===== config.mk =====
export PLATFORM = sky130hd
export DESIGN_NAME = mac_array_ctrl
export DESIGN_NICKNAME = d
export VERILOG_FILES = /design/src/rtl/mac_array_ctrl.sv
export SDC_FILE = /design/constraint.sdc
export NUM_CORES = 1
export LEC_CHECK = 0
export CORE_ASPECT_RATIO = 1.1
export CORE_UTILIZATION = 43
export DETAILED_ROUTE_END_ITERATION = 6
export GPL_TIMING_DRIVEN = 0
export PLACE_DENSITY_LB_ADDON = 0.15
export SYNTH_ARGS = -nofsm -noshare
export SYNTH_HDL_FRONTEND = slang
export SYNTH_SLANG_ARGS = --single-unit

===== constraint.sdc =====
create_clock -name clk -period 1.65 [get_ports clk]
set_clock_uncertainty 0.05 [all_clocks]
set_input_delay 0.33 -clock clk [delete_from_list [all_inputs] [get_ports clk]]
set_output_delay 0.33 -clock clk [all_outputs]
set_load 0.01 [all_outputs]

===== src/rtl/mac_array_ctrl.sv =====
// Sequencer for an N-lane MAC array: clear, accumulate M operand beats, stream N result words, pulse done.
// Latency: start to done is 1 + M + N + 1 cycles when nothing stalls; abort returns to IDLE on the next edge.
// Backpressure: in_valid=0 stalls COMPUTE and out_ready=0 stalls OUTPUT, each for any number of cycles.
`timescale 1ns/1ps
module mac_array_ctrl #(
    parameter  int Width = 8,
    parameter  int N     = 4,
    parameter  int M     = 3,
    localparam int SW    = (M > 1) ? $clog2(M) : 1,
    localparam int OW    = (N > 1) ? $clog2(N) : 1
) (
    input  logic             clk,
    input  logic             rst,
    input  logic             start,
    input  logic             abort,
    input  logic             in_valid,
    output logic             in_ready,
    output logic             acc_clear,
    output logic             acc_en,
    output logic [SW-1:0]    step_idx,
    output logic             out_valid,
    input  logic             out_ready,
    output logic [OW-1:0]    out_sel,
    output logic             busy,
    output logic             done,
    output logic [Width-1:0] perf_cycles
);

    typedef enum logic [2:0] {
        S_IDLE,
        S_CLEAR,
        S_COMPUTE,
        S_OUTPUT,
        S_DONE
    } state_t;

    localparam logic [SW-1:0]    STEP_LAST = SW'(M - 1);
    localparam logic [OW-1:0]    SEL_LAST  = OW'(N - 1);
    localparam logic [Width-1:0] PERF_MAX  = {Width{1'b1}};

    state_t           state_q, state_nxt;
    logic [SW-1:0]    step_q, step_nxt;
    logic [OW-1:0]    sel_q, sel_nxt;
    logic [Width-1:0] perf_q, perf_nxt;

    always_ff @(posedge clk or posedge rst) begin
        if (rst) begin
            state_q <= S_IDLE;
            step_q  <= '0;
            sel_q   <= '0;
            perf_q  <= '0;
        end else begin
            state_q <= state_nxt;
            step_q  <= step_nxt;
            sel_q   <= sel_nxt;
            perf_q  <= perf_nxt;
        end
    end

    always_comb begin
        state_nxt = state_q;
        step_nxt  = step_q;
        sel_nxt   = sel_q;
        perf_nxt  = perf_q;
        in_ready  = 1'b0;
        acc_clear = 1'b0;
        acc_en    = 1'b0;
        out_valid = 1'b0;
        busy      = 1'b0;
        done      = 1'b0;

        case (state_q)
            S_IDLE: begin
                // Counters are zeroed on the way into CLEAR so CLEAR already shows a fresh job.
                if (start) begin
                    state_nxt = S_CLEAR;
                    step_nxt  = '0;
                    sel_nxt   = '0;
                    perf_nxt  = '0;
                end
            end
            S_CLEAR: begin
                busy      = 1'b1;
                acc_clear = 1'b1;
                step_nxt  = '0;
                sel_nxt   = '0;
                perf_nxt  = '0;
                state_nxt = S_COMPUTE;
            end
            S_COMPUTE: begin
                busy     = 1'b1;
                in_ready = 1'b1;
                acc_en   = in_valid & ~abort;
                if (perf_q != PERF_MAX) begin
                    perf_nxt = perf_q + Width'(1);
                end
                if (in_valid) begin
                    if (step_q == STEP_LAST) begin
                        step_nxt  = '0;
                        state_nxt = S_OUTPUT;
                    end else begin
                        step_nxt = step_q + SW'(1);
                    end
                end
            end
            S_OUTPUT: begin
                busy      = 1'b1;
                out_valid = 1'b1;
                if (out_ready) begin
                    if (sel_q == SEL_LAST) begin
                        sel_nxt   = '0;
                        state_nxt = S_DONE;
                    end else begin
                        sel_nxt = sel_q + OW'(1);
                    end
                end
            end
            S_DONE: begin
                busy      = 1'b1;
                done      = 1'b1;
                state_nxt = S_IDLE;
            end
            default: begin
                state_nxt = S_IDLE;
            end
        endcase

        // Abort wins over start and both handshakes; the cycle count of the cancelled job is kept.
        if (abort) begin
            state_nxt = S_IDLE;
            step_nxt  = '0;
            sel_nxt   = '0;
            perf_nxt  = perf_q;
        end
    end

    assign step_idx    = step_q;
    assign out_sel     = sel_q;
    assign perf_cycles = perf_q;

endmodule


Word level (Yosys, flattened, before mapping) --
Cells that the tools add are included.
Storage, ports and cells: flip-flop bits (word level) 15, output and inout port bits 18
Operators by class: add/subtract/negate cells 3, mux-type cells 25, reduce and logical (&&, ||, !) cells 9, equality and inequality tests 14, bitwise operators 2
Operators by type and width (count):
- $pmux W8 S3 | 1
- $mux W3 | 6
- $mux W8 | 2
- $ne A3 B3 Y1 const B | 5
- $mux W2 | 7
- $pmux W2 S3 | 2
- $pmux W3 S4 | 1
- $add A8 B1 Y8 const B | 1
- $ne A8 B8 Y1 const B | 1
- $reduce_bool A4 Y1 | 2
- $eq A3 B2 Y1 const B | 2
- $mux W1 | 6
- $reduce_and A3 Y1 | 2
- $reduce_and A5 Y1 | 1
- $add A2 B1 Y2 const B | 2
- $eq A2 B2 Y1 const B | 2
- $ne A2 B2 Y1 const B | 2
- $reduce_and A4 Y1 | 1
- $reduce_or A4 Y1 | 1
- $eq A3 B1 Y1 const B | 1
- $eq A3 B3 Y1 const B | 1
- $logic_not A3 Y1 | 1
- $reduce_bool A3 Y1 | 1
- $and A1 B1 Y1 | 1
- $not A1 Y1 | 1

Longest topological paths before layout --
depth in word-level cells 5, mapped depth 6

Worst setup path before layout --
OpenSTA, ideal clock, no wires.
path kind flip-flop to output port, start point reg state_q[2], end point out acc_en, stages on the path, launching flop included 4, arrival time 1359 ps, path slack -89 ps, required time 1270 ps, path through dfrtp_1 > buf_6 > or4b_1 > a211oi_2
Between the ends: cells in the longest elaborated chain, start to end 2
RTL lines:
- start: declaration | line 41 | state_t state_q, state_nxt;
- start signal: assignment | line 53 | state_q <= state_nxt;
- $eq A3 B2 Y1 | line 72 | case (state_q)
- $mux W1 | line 72
- end: declaration | line 19 | output logic acc_en,
Every way passes these cells.

Worst setup path after layout --
start point reg state_q[0], end point out acc_en
Same word-level chain as after synthesis.

==> qor.yml <==
finalPower_mw: 2.22
cts_buffers: 3
vdd_drop_max_mv: 0.967
timing.final.crit_share: 1.25
vias: 1102
hold_class: "in -> async"
dp_hpwl_um: 1610
grt.overflow.total: 0
layout_commonest_cell: "buf_4"
period_minus_slack_ns: 2.07
route.detailed.drc: 0
ioPinCount: 24
synth-edff-count: 0
drtAntennaViolNets: 0
crit_type: "reg -> out"
avgSynthCellArea_sq_um: 9.19
max_cap_violations: 0
startpoint_type: "flop"
chipHeight_um: 51.0
drtIter0Drc: 36
grt_antenna_before_repair: 0
grt_max_degree: 16
ys_types: 43
status: "finished with violations"
crit_start: "state_q[0]"
layout-drive-gt1-share: 0.485
critPathRequiredTime_ns: 1.27
dr.pass1.iters: 4
setup_tns_ns: -3.40
rsz0062_at_grt: "yes"
violations: "negative setup slack"
synth_top_area_frac: 0.401
synthToLayoutAreaGrowth_pct: 80.2
synth_cells: 102
post-route-util: 0.836
worst_pin_slew_ns: 0.618
avgRoutedWirePerCell_um: 17.1
maxSlewHeadroom: 0.588
holdBufCountCts: 0
powerDensity_nw_per_um2: 1320
yosysSeqAreaShare: 0.401
synthesis.nets: 110
async_flop_share: 1.00
fillers: 112
grt_pass1_vias: 940
clk-insertion-delay-late_ns: 0.28
cts.sinks: 15
grt_usage: 0.258
numPlacedInstances: 153
syn_area_sq_um: 937
gp_congestion: 0.846
avgViaCountPerCell: 5.77
critPathCaptureType: "output pin"
wl_um: 3270
synth_seq_cells: 15
placed_area_sq_um: 1220
worstPathArrival_ns: 1.69
htree_num_levels: 1
yosys_warnings: 0
synth_area_leaders: "dfrtp_1 40%, nor2_1 6.4%, nor3_1 3.7%, nand3_1 3.2%, ha_1 2.7%"
cts_tree: "built"
coreArea_sq_um: 2020
grt_pass1_wl_um: 4360
die_area_sq_um: 2370
layout_common_cells: "26 x buf_4, 13 x dfrtp_1, 12 x nor2_1, 12 x clkdlybuf4s50_1, 10 x buf_6"
fmax_ghz: 0.483
cts.path.max_buffers: 2
start_util: 0.464
setup_violations: 16
rows: 17
r2r-start: "state_q[0]"
die_x_um: 46.5
clockRootBuffer: "clkbuf_4"
leakagePower_nw: 0.840
io_buffers: 23
path_clk_slew_ns: 0.10
ys.flop_type: "dfrtp_1"
crit_fanout: 3
finalHoldViolCount: 0
stdcell_area_sq_um: 1690
setup_slack_ns: -0.421
antenna_cells: 0
slew_viol_final: 0
stdcell_count: 191
nets: 172
synth_top_cell_by_area: "dfrtp_1"
## worst max-delay path, stage by stage, from the launching register on
cell	delay, ns
dfrtp_1	0.42
buf_6	0.13
or4b_4	0.51
a211oi_4	0.18
buf_2	0.16
## report_power, final
| part | total [mW] | internal (mW) | leakage [nW] | switching (mW) |
|---|---|---|---|---|
| sequential | 0.489 | 0.421 | 0.204 | 0.0678 |
| clock | 0.221 | 0.0939 | 0.0150 | 0.127 |
| combinational | 1.51 | 0.813 | 0.621 | 0.699 |
## flip-flops by register name (all words and copies together), names as in the netlist
| signal | count |
|---|---|
| state_q | 3 |
| perf_cycles | 8 |
| step_idx | 2 |
| out_sel | 2 |
## repair_timing
item                                    CTS  global route
buffers inserted                         17            18
resized for setup                        36            39
pin swaps                                 6            15
endpoints found under the setup margin   22            23
endpoints found under the hold margin     0             0
## area by class of cell
cell class	instances	area (sq um)	share of cell area
multi-input combinational	81	692	0.410
timing repair buffer	58	515	0.305
sequential	15	378	0.224
tap	28	35.0	0.0207
clock buffer	4	26.3	0.0156
buffer	2	26.3	0.0156
inverter	3	16.3	0.00963
## synth_stat cells, types with 2 or more instances
cell / count
a22o_1: 2
nand4_1: 2
nor3_1: 7
nor2b_1: 2
nor2_1: 16
o31ai_1: 3
ha_1: 2
a31oi_1: 2
nand2b_1: 4
buf_2: 2
dfrtp_1: 15
nand2_1: 6
nand3_1: 6
o22a_1: 2
and3_1: 2
inv_1: 2
## metal layers
layer | vias to the layer above | track usage | share of wire
li1 | 492 | - | -
met1 | 544 | 0.330 | 0.41
met2 | 54 | 0.426 | 0.51
met3 | 12 | 0.0424 | 0.044
met4 | 0 | 0.0882 | 0.027
met5 | - | 0 | 0
## path summary, 6_finish.rpt
kind                                  end  slack, ns  cells past startpoint
setup / recovery                   acc_en      -0.42                      4
hold / removal             perf_cycles[4]       0.37                      2
setup reg to reg           perf_cycles[1]      -0.31                      9
hold reg to reg            perf_cycles[6]       0.50                      1
max in group asynchronous      state_q[1]       0.75                      2
min in group clk           perf_cycles[6]       0.50                      1
## through the flow
stage	hold WS, ns	setup WS (ns)
final	0.366	-0.421
after global placement	0.481	-0.965
after global routing	0.423	-0.490
after floorplan	0.181	-0.00430
after detailed placement	0.486	-0.966
after CTS	0.392	-0.462
## logic make-up (layout without fill, tap and decap cells)
kind of cell,count (synthesis),in the layout,synth area share
adders and majority gates,2,2,0.0267
and+or+nand+nor,54,54,0.311
xor gates and xnor gates,2,2,0.0187
DFF,15,15,0.401
muxes,3,3,0.0387
AOI/OAI and AO/OA,20,20,0.170
buffers and inverters,6,67,0.0347
No activity file was read; power rests on OpenSTA's default activity.
